File: src/rtl/alu_muldiv_seq.sv
// Iterative RV32M multiply/divide unit: shift-add multiply and restoring divide, one bit per cycle.
// Optional divider hardware is enabled by defining MULDIV_DIV_EN; without it divide ops report illegal.
module alu_muldiv_seq #(
  parameter int WIDTH = 32
) (
  input  logic             clk,
  input  logic             rst,
  input  logic             in_valid,
  output logic             in_ready,
  input  logic [2:0]       op,
  input  logic [WIDTH-1:0] a,
  input  logic [WIDTH-1:0] b,
  input  logic             flush,
  output logic             out_valid,
  input  logic             out_ready,
  output logic [WIDTH-1:0] result,
  output logic             zero,
  output logic             div_zero,
  output logic             ovf,
  output logic             illegal,
  output logic [1:0]       dbg_state
);
  // Handshake: a request is taken on an edge where in_valid & in_ready & !flush; a result is
  // presented while out_valid is high and consumed on an edge where out_valid & out_ready.
  localparam int CW = $clog2(WIDTH);

  typedef enum logic [1:0] {IDLE, CALC, FIX, DONE} state_e;

  state_e             state_q, state_d;
  logic [2:0]         op_q, op_d;
  logic               sign_a_q, sign_a_d, sign_b_q, sign_b_d;
  logic [WIDTH-1:0]   opnd_q, opnd_d;
  logic [2*WIDTH-1:0] prod_q, prod_d;
  logic [CW-1:0]      cnt_q, cnt_d;
  logic [WIDTH-1:0]   result_q, result_d;
  logic               zero_q, zero_d, div_zero_q, div_zero_d;
  logic               ovf_q, ovf_d, illegal_q, illegal_d;

  logic               a_signed, b_signed, neg_a, neg_b;
  logic [WIDTH-1:0]   a_abs, b_abs;
  logic [WIDTH:0]     mul_sum;
  logic [2*WIDTH-1:0] mul_next, mul_full;
  logic [WIDTH-1:0]   fix_res;

  assign a_signed = (op != 3'b011) && (op != 3'b101) && (op != 3'b111);
  assign b_signed = (op == 3'b000) || (op == 3'b001) || (op == 3'b100) || (op == 3'b110);
  assign neg_a    = a_signed & a[WIDTH-1];
  assign neg_b    = b_signed & b[WIDTH-1];
  assign a_abs    = neg_a ? (~a + 1'b1) : a;
  assign b_abs    = neg_b ? (~b + 1'b1) : b;

  // Multiply: {hi, lo} starts as {0, multiplier}; add multiplicand into hi when lo[0] is set, shift right.
  assign mul_sum  = {1'b0, prod_q[2*WIDTH-1:WIDTH]} + (prod_q[0] ? {1'b0, opnd_q} : '0);
  assign mul_next = {mul_sum, prod_q[WIDTH-1:1]};
  assign mul_full = (sign_a_q ^ sign_b_q) ? (~prod_q + 1'b1) : prod_q;

`ifdef MULDIV_DIV_EN
  localparam logic [WIDTH-1:0] MIN_VAL = {1'b1, {(WIDTH-1){1'b0}}};
  logic [WIDTH:0]     rem_sh, diff;
  logic [2*WIDTH-1:0] div_next;
  logic [WIDTH-1:0]   quo_fix, rem_fix;

  // Divide: {rem, quo} starts as {0, dividend}; quotient bits shift in from the right.
  assign rem_sh   = {prod_q[2*WIDTH-1:WIDTH], prod_q[WIDTH-1]};
  assign diff     = rem_sh - {1'b0, opnd_q};
  assign div_next = diff[WIDTH] ? {rem_sh[WIDTH-1:0], prod_q[WIDTH-2:0], 1'b0}
                                : {diff[WIDTH-1:0], prod_q[WIDTH-2:0], 1'b1};
  assign quo_fix  = (sign_a_q ^ sign_b_q) ? (~prod_q[WIDTH-1:0] + 1'b1) : prod_q[WIDTH-1:0];
  assign rem_fix  = sign_a_q ? (~prod_q[2*WIDTH-1:WIDTH] + 1'b1) : prod_q[2*WIDTH-1:WIDTH];
  assign fix_res  = op_q[2] ? (op_q[1] ? rem_fix : quo_fix)
                            : ((op_q[1:0] == 2'b00) ? mul_full[WIDTH-1:0] : mul_full[2*WIDTH-1:WIDTH]);
`else
  assign fix_res  = (op_q[1:0] == 2'b00) ? mul_full[WIDTH-1:0] : mul_full[2*WIDTH-1:WIDTH];
`endif

  always_comb begin
    state_d    = state_q;
    op_d       = op_q;
    sign_a_d   = sign_a_q;
    sign_b_d   = sign_b_q;
    opnd_d     = opnd_q;
    prod_d     = prod_q;
    cnt_d      = cnt_q;
    result_d   = result_q;
    zero_d     = zero_q;
    div_zero_d = div_zero_q;
    ovf_d      = ovf_q;
    illegal_d  = illegal_q;
    if (flush) begin
      state_d = IDLE;
    end else begin
      case (state_q)
        IDLE: if (in_valid) begin
          op_d       = op;
          sign_a_d   = neg_a;
          sign_b_d   = neg_b;
          cnt_d      = CW'(WIDTH - 1);
          opnd_d     = op[2] ? b_abs : a_abs;
          prod_d     = {{WIDTH{1'b0}}, (op[2] ? a_abs : b_abs)};
          div_zero_d = 1'b0;
          ovf_d      = 1'b0;
          illegal_d  = 1'b0;
          state_d    = CALC;
`ifdef MULDIV_DIV_EN
          if (op[2] && (b == '0)) begin
            state_d    = DONE;
            result_d   = op[1] ? a : '1;
            zero_d     = op[1] && (a == '0);
            div_zero_d = 1'b1;
          end else if (op[2] && !op[0] && (a == MIN_VAL) && (b == '1)) begin
            state_d  = DONE;
            result_d = op[1] ? '0 : a;
            zero_d   = op[1];
            ovf_d    = 1'b1;
          end
`else
          if (op[2]) begin
            state_d   = DONE;
            result_d  = '0;
            zero_d    = 1'b1;
            illegal_d = 1'b1;
          end
`endif
        end
        CALC: begin
`ifdef MULDIV_DIV_EN
          prod_d = op_q[2] ? div_next : mul_next;
`else
          prod_d = mul_next;
`endif
          if (cnt_q == '0) state_d = FIX;
          else             cnt_d   = cnt_q - CW'(1);
        end
        FIX: begin
          result_d = fix_res;
          zero_d   = (fix_res == '0);
          state_d  = DONE;
        end
        DONE: if (out_ready) state_d = IDLE;
        default: state_d = IDLE;
      endcase
    end
  end

  always_ff @(posedge clk) begin
    if (rst) begin
      state_q    <= IDLE;
      op_q       <= '0;
      sign_a_q   <= 1'b0;
      sign_b_q   <= 1'b0;
      opnd_q     <= '0;
      prod_q     <= '0;
      cnt_q      <= '0;
      result_q   <= '0;
      zero_q     <= 1'b0;
      div_zero_q <= 1'b0;
      ovf_q      <= 1'b0;
      illegal_q  <= 1'b0;
    end else begin
      state_q    <= state_d;
      op_q       <= op_d;
      sign_a_q   <= sign_a_d;
      sign_b_q   <= sign_b_d;
      opnd_q     <= opnd_d;
      prod_q     <= prod_d;
      cnt_q      <= cnt_d;
      result_q   <= result_d;
      zero_q     <= zero_d;
      div_zero_q <= div_zero_d;
      ovf_q      <= ovf_d;
      illegal_q  <= illegal_d;
    end
  end

  assign in_ready  = (state_q == IDLE);
  assign out_valid = (state_q == DONE);
  assign result    = result_q;
  assign zero      = zero_q;
  assign div_zero  = div_zero_q;
  assign ovf       = ovf_q;
  assign illegal   = illegal_q;
  assign dbg_state = state_q;
endmodule

File: config.mk
export PLATFORM = sky130hd
export DESIGN_NAME = alu_muldiv_seq
export DESIGN_NICKNAME = d
export VERILOG_FILES = /design/src/rtl/alu_muldiv_seq.sv
export SDC_FILE = /design/constraint.sdc
export NUM_CORES = 1
export LEC_CHECK = 0
export ABC_CLOCK_PERIOD_IN_PS = 8610
export BUFFER_PORTS_ARGS = -buffer_cell sky130_fd_sc_hd__buf_2
export CELL_PAD_IN_SITES_DETAIL_PLACEMENT = 1
export CELL_PAD_IN_SITES_GLOBAL_PLACEMENT = 1
export CORE_MARGIN = 1
export CORE_UTILIZATION = 40
export CTS_CLUSTER_DIAMETER = 50
export DETAILED_ROUTE_END_ITERATION = 8
export PLACE_DENSITY = 0.79
export SYNTH_ARGS = -nofsm -noshare
export SYNTH_HDL_FRONTEND = slang
export SYNTH_SLANG_ARGS = --single-unit
File: constraint.sdc
create_clock -name clk -period 8.61 [get_ports clk]
set_clock_uncertainty 0.05 [all_clocks]
set_input_delay 1.2915 -clock clk [delete_from_list [all_inputs] [get_ports clk]]
set_output_delay 1.2915 -clock clk [all_outputs]
set_load 0.02 [all_outputs]
==> impl_metrics.tcl, run 1 <==
set metrics [dict create \
    status "completed" \
    crit_top_cell "a21oi_1" \
    max_stage_delay_ns 0.85 \
    row_count 61 \
    routabilityCongestion 0.895 \
    layout-drive-gt1-share_pct 12.2 \
    period_share_pct 48.1 \
    cts.clk_slew.worst_paths_ns 0.07 \
    initialDrtViolationCount 915 \
    finalPower_mw 2.08 \
    synth_edf_count 0 \
    seq_area_frac_synth_pct 24.9 \
    finalSetupViolations 0 \
    multi_input_area_sq_mm 0.00800 \
    root_buffer "clkbuf_16" \
    clock_sinks 141 \
    seqCellArea_sq_mm 0.00282 \
    hold_path_class "register to register" \
    arrival_ns 4.37 \
    worstPathCellList "buf_2 -> or2_1 -> or3b_1 -> or3_1 -> nor4_1 -> a21oi_1 -> xnor2_1 -> nand2_1 -> o211ai_1 -> a21oi_1" \
    drc 0 \
    cp_slowest_cell "nor4_1" \
    ir_drop_mv 0.143 \
    wl_per_cell_um 21.6 \
    finalWirelength_um 42500 \
    rsz0062_at_grt "false" \
    diodes 0 \
    grt_pass1_vias 11600 \
    viasPerCell 6.14 \
    cp-start-kind "primary input" \
    post-route-util_pct 45.5 \
    design.core.area_sq_mm 0.0279 \
    ys_async_sr_fraction_pct 0 \
    yosys_register_bits 141 \
    syn_to_final_growth_pct 11.5 \
    worst_pin_slew_ns 0.977 \
    fmax_mhz 241 \
    synth_area_sq_mm 0.0114 \
    cap_violations 0 \
    die_w_um 170 \
    hold_buffers 0 \
    nets 1687 \
    fillCellCount 3493 \
    holdWs_ns 0.401 \
    post_cts_buffers 0 \
    dp_hpwl_um 31700 \
    insertion_delay_ns 0.44 \
    grt_pass1_wl_um 66100 \
    synth_flop_cell "dfxtp_1" \
    synth_warnings 0 \
    io_buffers 109 \
    antenna_found_initial 0 \
    synth_area_per_cell_sq_um 7.35 \
    antenna_left 0 \
    numCtsBuffers 17 \
    required_ns 8.84 \
    static-leakage-power_nw 5.05 \
    start_util_pct 40.8 \
    cts_resized 0 \
    rrSetupSlack_ns 4.58 \
    powerDensity_mw_per_mm2 164 \
    io_pins 112 \
    tns_ns 0 \
    ys_types 76 \
    syn_inst 1546 \
    overflow 0 \
    slew_viol_final 0 \
    cts.path.max_buffers 2 \
    grt_max_degree 84 \
    firstDrtPassIters 5 \
    timing.slew.headroom_pct 34.3 \
    fin_crit_ns 4.14 \
    htree_levels 4 \
    hold_viol 0 \
    cp_max_fo 8 \
    track_usage_pct 29.3 \
    dieArea_sq_mm 0.0291 \
    tritoncts "built" \
    dieHeight_um 170 \
    endpoint_kind "register" \
    vias 12100 \
    critical_path_class "primary input to register" \
]
## metrics by stage
| stage | setup slack [ns] | area (sq um) | instances |
|---|---|---|---|
| 5_1_grt | 4.33 | 12700 | 1964 |
| 3_5_place_dp | 4.11 | 12100 | 1932 |
| 4_1_cts | 4.54 | 12700 | 1964 |
| 6_report | 4.47 | 12700 | 1964 |
| 2_1_floorplan | 4.89 | 11400 | 1547 |
| 3_3_place_gp | 4.16 | 12100 | 1932 |
## layout make-up
cell class | instances | area share (%)
Clock buffer | 19 | 3.50
Multi-Input combinational cell | 1258 | 63.2
Sequential cell | 141 | 22.3
Inverter | 32 | 0.948
Timing Repair Buffer | 123 | 5.16
Clock inverter | 13 | 1.22
Tap cell | 378 | 3.73
## cell families (layout without fill, tap and decap cells)
group | after synthesis | in the layout | synth area share (%)
AOI/OAI and AO/OA | 459 | 459 | 26.6
xor gates and xnor gates | 132 | 132 | 10.2
adders and majority gates | 42 | 42 | 4.69
buffers and inverters | 148 | 187 | 5.19
DFF | 141 | 141 | 24.9
muxes | 20 | 20 | 1.78
other | 1 | 2 | 0.0330
and+or+nand+nor | 603 | 603 | 26.7
## path summary, 6_finish.rpt
check                           startpoint    endpoint  cells after the start
worst max register to register   prod_q[0]  prod_q[62]                     12
worst min-delay path            opnd_q[25]  opnd_q[25]                      2
worst max-delay path                  a[3]  opnd_q[28]                     10
worst min register to register  opnd_q[25]  opnd_q[25]                      2
## Yosys cell counts (all sizes together), types with 24 or more instances
cell type / instances / area share (%)
nand2: 176 / 5.8
nor2: 164 / 5.4
dfxtp: 141 / 25
a21oi: 131 / 5.8
clkbuf: 95 / 3.1
xnor2: 77 / 5.9
o21ai: 73 / 3.2
xor2: 55 / 4.2
nor3: 49 / 2.3
a211oi: 41 / 2.7
and2: 41 / 2.3
ha: 41 / 4.5
o211ai: 41 / 2.7
nand3: 35 / 1.7
inv: 32 / 1.1
nor4: 29 / 2.3
a22oi: 27 / 1.8
o31ai: 27 / 2.0
a21o: 24 / 1.6
or4: 24 / 1.7
## cell usage in the layout (no fill, tap or decap), types with 47 or more instances in the layout
cell type,synthesis,final
nand2_1,176,176
nor2_1,163,160
dfxtp_1,141,141
a21oi_1,131,131
buf_2,6,108
xnor2_1,77,76
o21ai_0,68,68
xor2_1,55,54
nor3_1,47,47
## metal layers
layer | wire length (um) | GRT usage, %
met5 | 0 | 0
met4 | 1460 | 12.5
met3 | 2170 | 3.75
met2 | 19200 | 46.4
met1 | 19700 | 39.9
## report_power, final
part           switching (mW)  internal, mW
clock                   0.337         0.443
sequential             0.0549         0.687
combinational           0.370         0.185
total                   0.762          1.31
## state kept, by name (all words and copies together), names as in the netlist
name and count:
sign_a_q 1, result 32, prod_q 64, sign_b_q 1, dbg_state 2, op_q 2
opnd_q 32, illegal 1, cnt_q 5, zero 1
## worst max-delay path: cells and delay by family
family,cells,cell delay (ns)
compound gates,3,0.50
xor+xnor,1,0.30
simple gates,5,2.15
buf+inv,1,0.12
(Power assumes the default switching activity.)
==> inputs of run 2 (changes only) <==
- ABC_AREA: unset -> 1
- ABC_CLOCK_PERIOD_IN_PS: 8610 -> 3350
- CORE_UTILIZATION: 40 -> 38
- PLACE_DENSITY: 0.79 -> 0.82
- clock period: 8.61 -> 3.35 ns (I/O delays scaled with it)
==> run 2 against run 1 <==
Against the previous run: non-clock buffer count rose by 15; global-route usage rose by 2.1 points; design area rose by 9.2%; first-iteration DRC count rose by 12%; via count rose by 23%; setup slack got worse by 4.1 ns; routed wire length rose by 21%; sequential power rose to 2.5 times the previous value; register-to-register slack got worse by 4.2 ns; clock power rose to 2.8 times the previous value; largest cell class unchanged.
==> impl_metrics.tcl, run 2 <==
set metrics [dict create \
    synthTopCellsByCount "nand2_1 (623), nor2_1 (253), inv_1 (238)" \
    hold_start "flush" \
    dieArea_sq_mm 0.0330 \
    endpoint_kind "register" \
    io_buffers 109 \
    netlist_top_cells_area "dfxtp_1 (23%), nand2_1 (19%), a21oi_1 (8.4%)" \
    io_pins 112 \
    yosys_register_bits 141 \
    critical_path_class "register to register" \
    static-leakage-power_nw 6.88 \
    viasPerCell 5.62 \
    cts.clk_slew.worst_paths_ns 0.07 \
    holdPathStages 4 \
    final_common_cell "nand2_1" \
    power_frac_seq_pct 31.9 \
    clock_sinks 141 \
    design.core.area_sq_mm 0.0316 \
    pwr-share-clk_pct 36.3 \
    initialDrtViolationCount 1026 \
    yosys.area_share.simple_pct 38.3 \
    top_register "prod_q" \
    cts.path.max_buffers 2 \
    syn_inst 2142 \
    numCtsBuffers 17 \
    finalWirelength_um 51300 \
    tritoncts "built" \
    rrSetupSlack_ns 0.34 \
    rsz0062_at_grt "false" \
    crit-reg2reg-launch "sign_a_q" \
    hold_path_class "primary input to register" \
    mostFrequentLayoutCells "nand2_1 (623), nor2_1 (252), inv_1 (238)" \
    synth_edf_count 0 \
    critPathCapture "zero" \
    root_buffer "clkbuf_16" \
    yosysTopAreaCellShare_pct 23.0 \
    hold_viol 0 \
    start_util_pct 38.8 \
    r2r-end "zero" \
    wl_per_cell_um 19.5 \
    dp_hpwl_um 40800 \
    antenna_left 0 \
    synth_top_family_by_area "simple AND/OR/NAND/NOR gates" \
    ys_async_sr_fraction_pct 0 \
    final_area_sq_mm 0.0138 \
    combPwrFrac_pct 31.8 \
    ir_drop_mv 0.366 \
    switching_share_pct 40.4 \
    yosysMostFrequentCell "nand2_1" \
    synth_compound_area_share_pct 20.1 \
    timing.slew.headroom_pct 26.9 \
    grt_pass1_vias 14800 \
    antenna_found_initial 0 \
    row_count 65 \
    nets 2334 \
    p_int_mw 3.53 \
    dieHeight_um 182 \
    drc 0 \
    cp-startpoint "sign_a_q" \
    status "completed" \
    period_share_pct 89.9 \
    cp-start-kind "register" \
    layout-drive-gt1-share_pct 9.99 \
    synth_area_sq_mm 0.0123 \
    htree_levels 4 \
    arrival_ns 3.34 \
    die_w_um 182 \
    place_area_sq_mm 0.0132 \
    finalSetupViolations 0 \
    post_cts_buffers 0 \
    synth_area_per_cell_sq_um 5.73 \
    track_usage_pct 31.4 \
    fmax_mhz 332 \
    seq_area_frac_synth_pct 23.0 \
    r2r_cells 15 \
    tns_ns 0 \
    diodes 0 \
    insertion_delay_ns 0.45 \
    overflow 0 \
    slew_viol_final 0 \
    required_ns 3.67 \
    cp_max_fo 33 \
    powerDensity_mw_per_mm2 428 \
    worst_pin_slew_ns 1.09 \
    p_switching_mw 2.39 \
    grt_max_degree 79 \
    syn_to_final_growth_pct 12.7 \
    synth_warnings 0 \
    largest_reg_flops 64 \
    fin_crit_ns 3.01 \
    synth_flop_cell "dfxtp_1" \
    muxShareOfSynthArea_pct 0 \
    ys_types 49 \
    synthAdderAreaFrac_pct 4.34 \
    yosys.area.top_type "dfxtp_1" \
    synth-xor-area-share_pct 3.57 \
    routabilityCongestion 0.981 \
    grt_pass1_wl_um 81300 \
    firstDrtPassIters 5 \
    vias 14800 \
    cap_violations 0 \
]
run 2: cell type report:
| class | count | area [sq um] |
|---|---|---|
| Fill cell | 4455 | 17800 |
| Multi-Input combinational cell | 1670 | 8150 |
| Sequential cell | 141 | 2820 |
| Inverter | 252 | 946 |
| Timing Repair Buffer | 138 | 767 |
| Tap cell | 402 | 503 |
| Clock buffer | 17 | 425 |
| Clock inverter | 15 | 215 |
run 2: power by group through the flow:
stage	registers, mW	clock network [mW]	logic [mW]
CTS	1.89	2.16	1.85
detailed placement	1.92	0	1.83
finish	1.89	2.15	1.88
global placement	1.92	0	1.77
global route	1.90	2.22	2.08
floorplan	1.87	0	1.25
run 2: logic make-up after synthesis:
family          Yosys count
simple gates           1128
compound gates          448
buf+inv                 332
flops                   141
xor+xnor                 50
fa+ha+maj                42
other cells               1
run 2: critical path: stages, from the launching register on:
cell     delay, ns
dfxtp_1       0.36
or2_1         0.13
nand2_2       0.23
inv_2         0.65
nand2_2       0.23
nand2_1       0.22
nor2_2        0.07
nand2_1       0.06
nand3_1       0.15
nand2_1       0.14
nand2_1       0.07
nor2_1        0.11
nand2_1       0.06
nor2_1        0.15
nand3_1       0.12
a21oi_2       0.12
run 2: metal layers:
| layer | routed length, um | track usage, % | share of wire, % | vias up |
|---|---|---|---|---|
| li1 | - | - | - | 7132 |
| met1 | 23500 | 41.4 | 46 | 7159 |
| met2 | 23800 | 52.8 | 46 | 445 |
| met3 | 2420 | 3.71 | 4.7 | 83 |
| met4 | 1500 | 11.0 | 2.9 | 0 |
| met5 | 0 | 0 | 0 | - |
run 2: timing repair:
action,in CTS,in global routing
hold buffers,0,0
setup endpoints to repair,0,1
resized for setup,0,1
run 2: how the worst min path moves through the flow:
stage	endpoint	slack, ns
6_report	dbg_state[0]	0.32
5_1_grt	dbg_state[0]	0.33
4_1_cts	dbg_state[0]	0.31
3_5_place_dp	result[7]	0.40
3_3_place_gp	result[26]	0.40
2_1_floorplan	cnt_q[0]	0.38
run 2: through the flow:
stage	hold slack [ns]	setup slack, ns	util (%)	instances	power (mW)
finish	0.319	0.338	43.7	2635	5.92
global route	0.334	0.0594	43.7	2635	6.20
CTS	0.305	0.418	43.7	2635	5.89
detailed placement	0.404	0.445	41.7	2603	3.75
global placement	0.400	0.547	41.7	2603	3.69
floorplan	0.382	0.659	-	2143	3.12
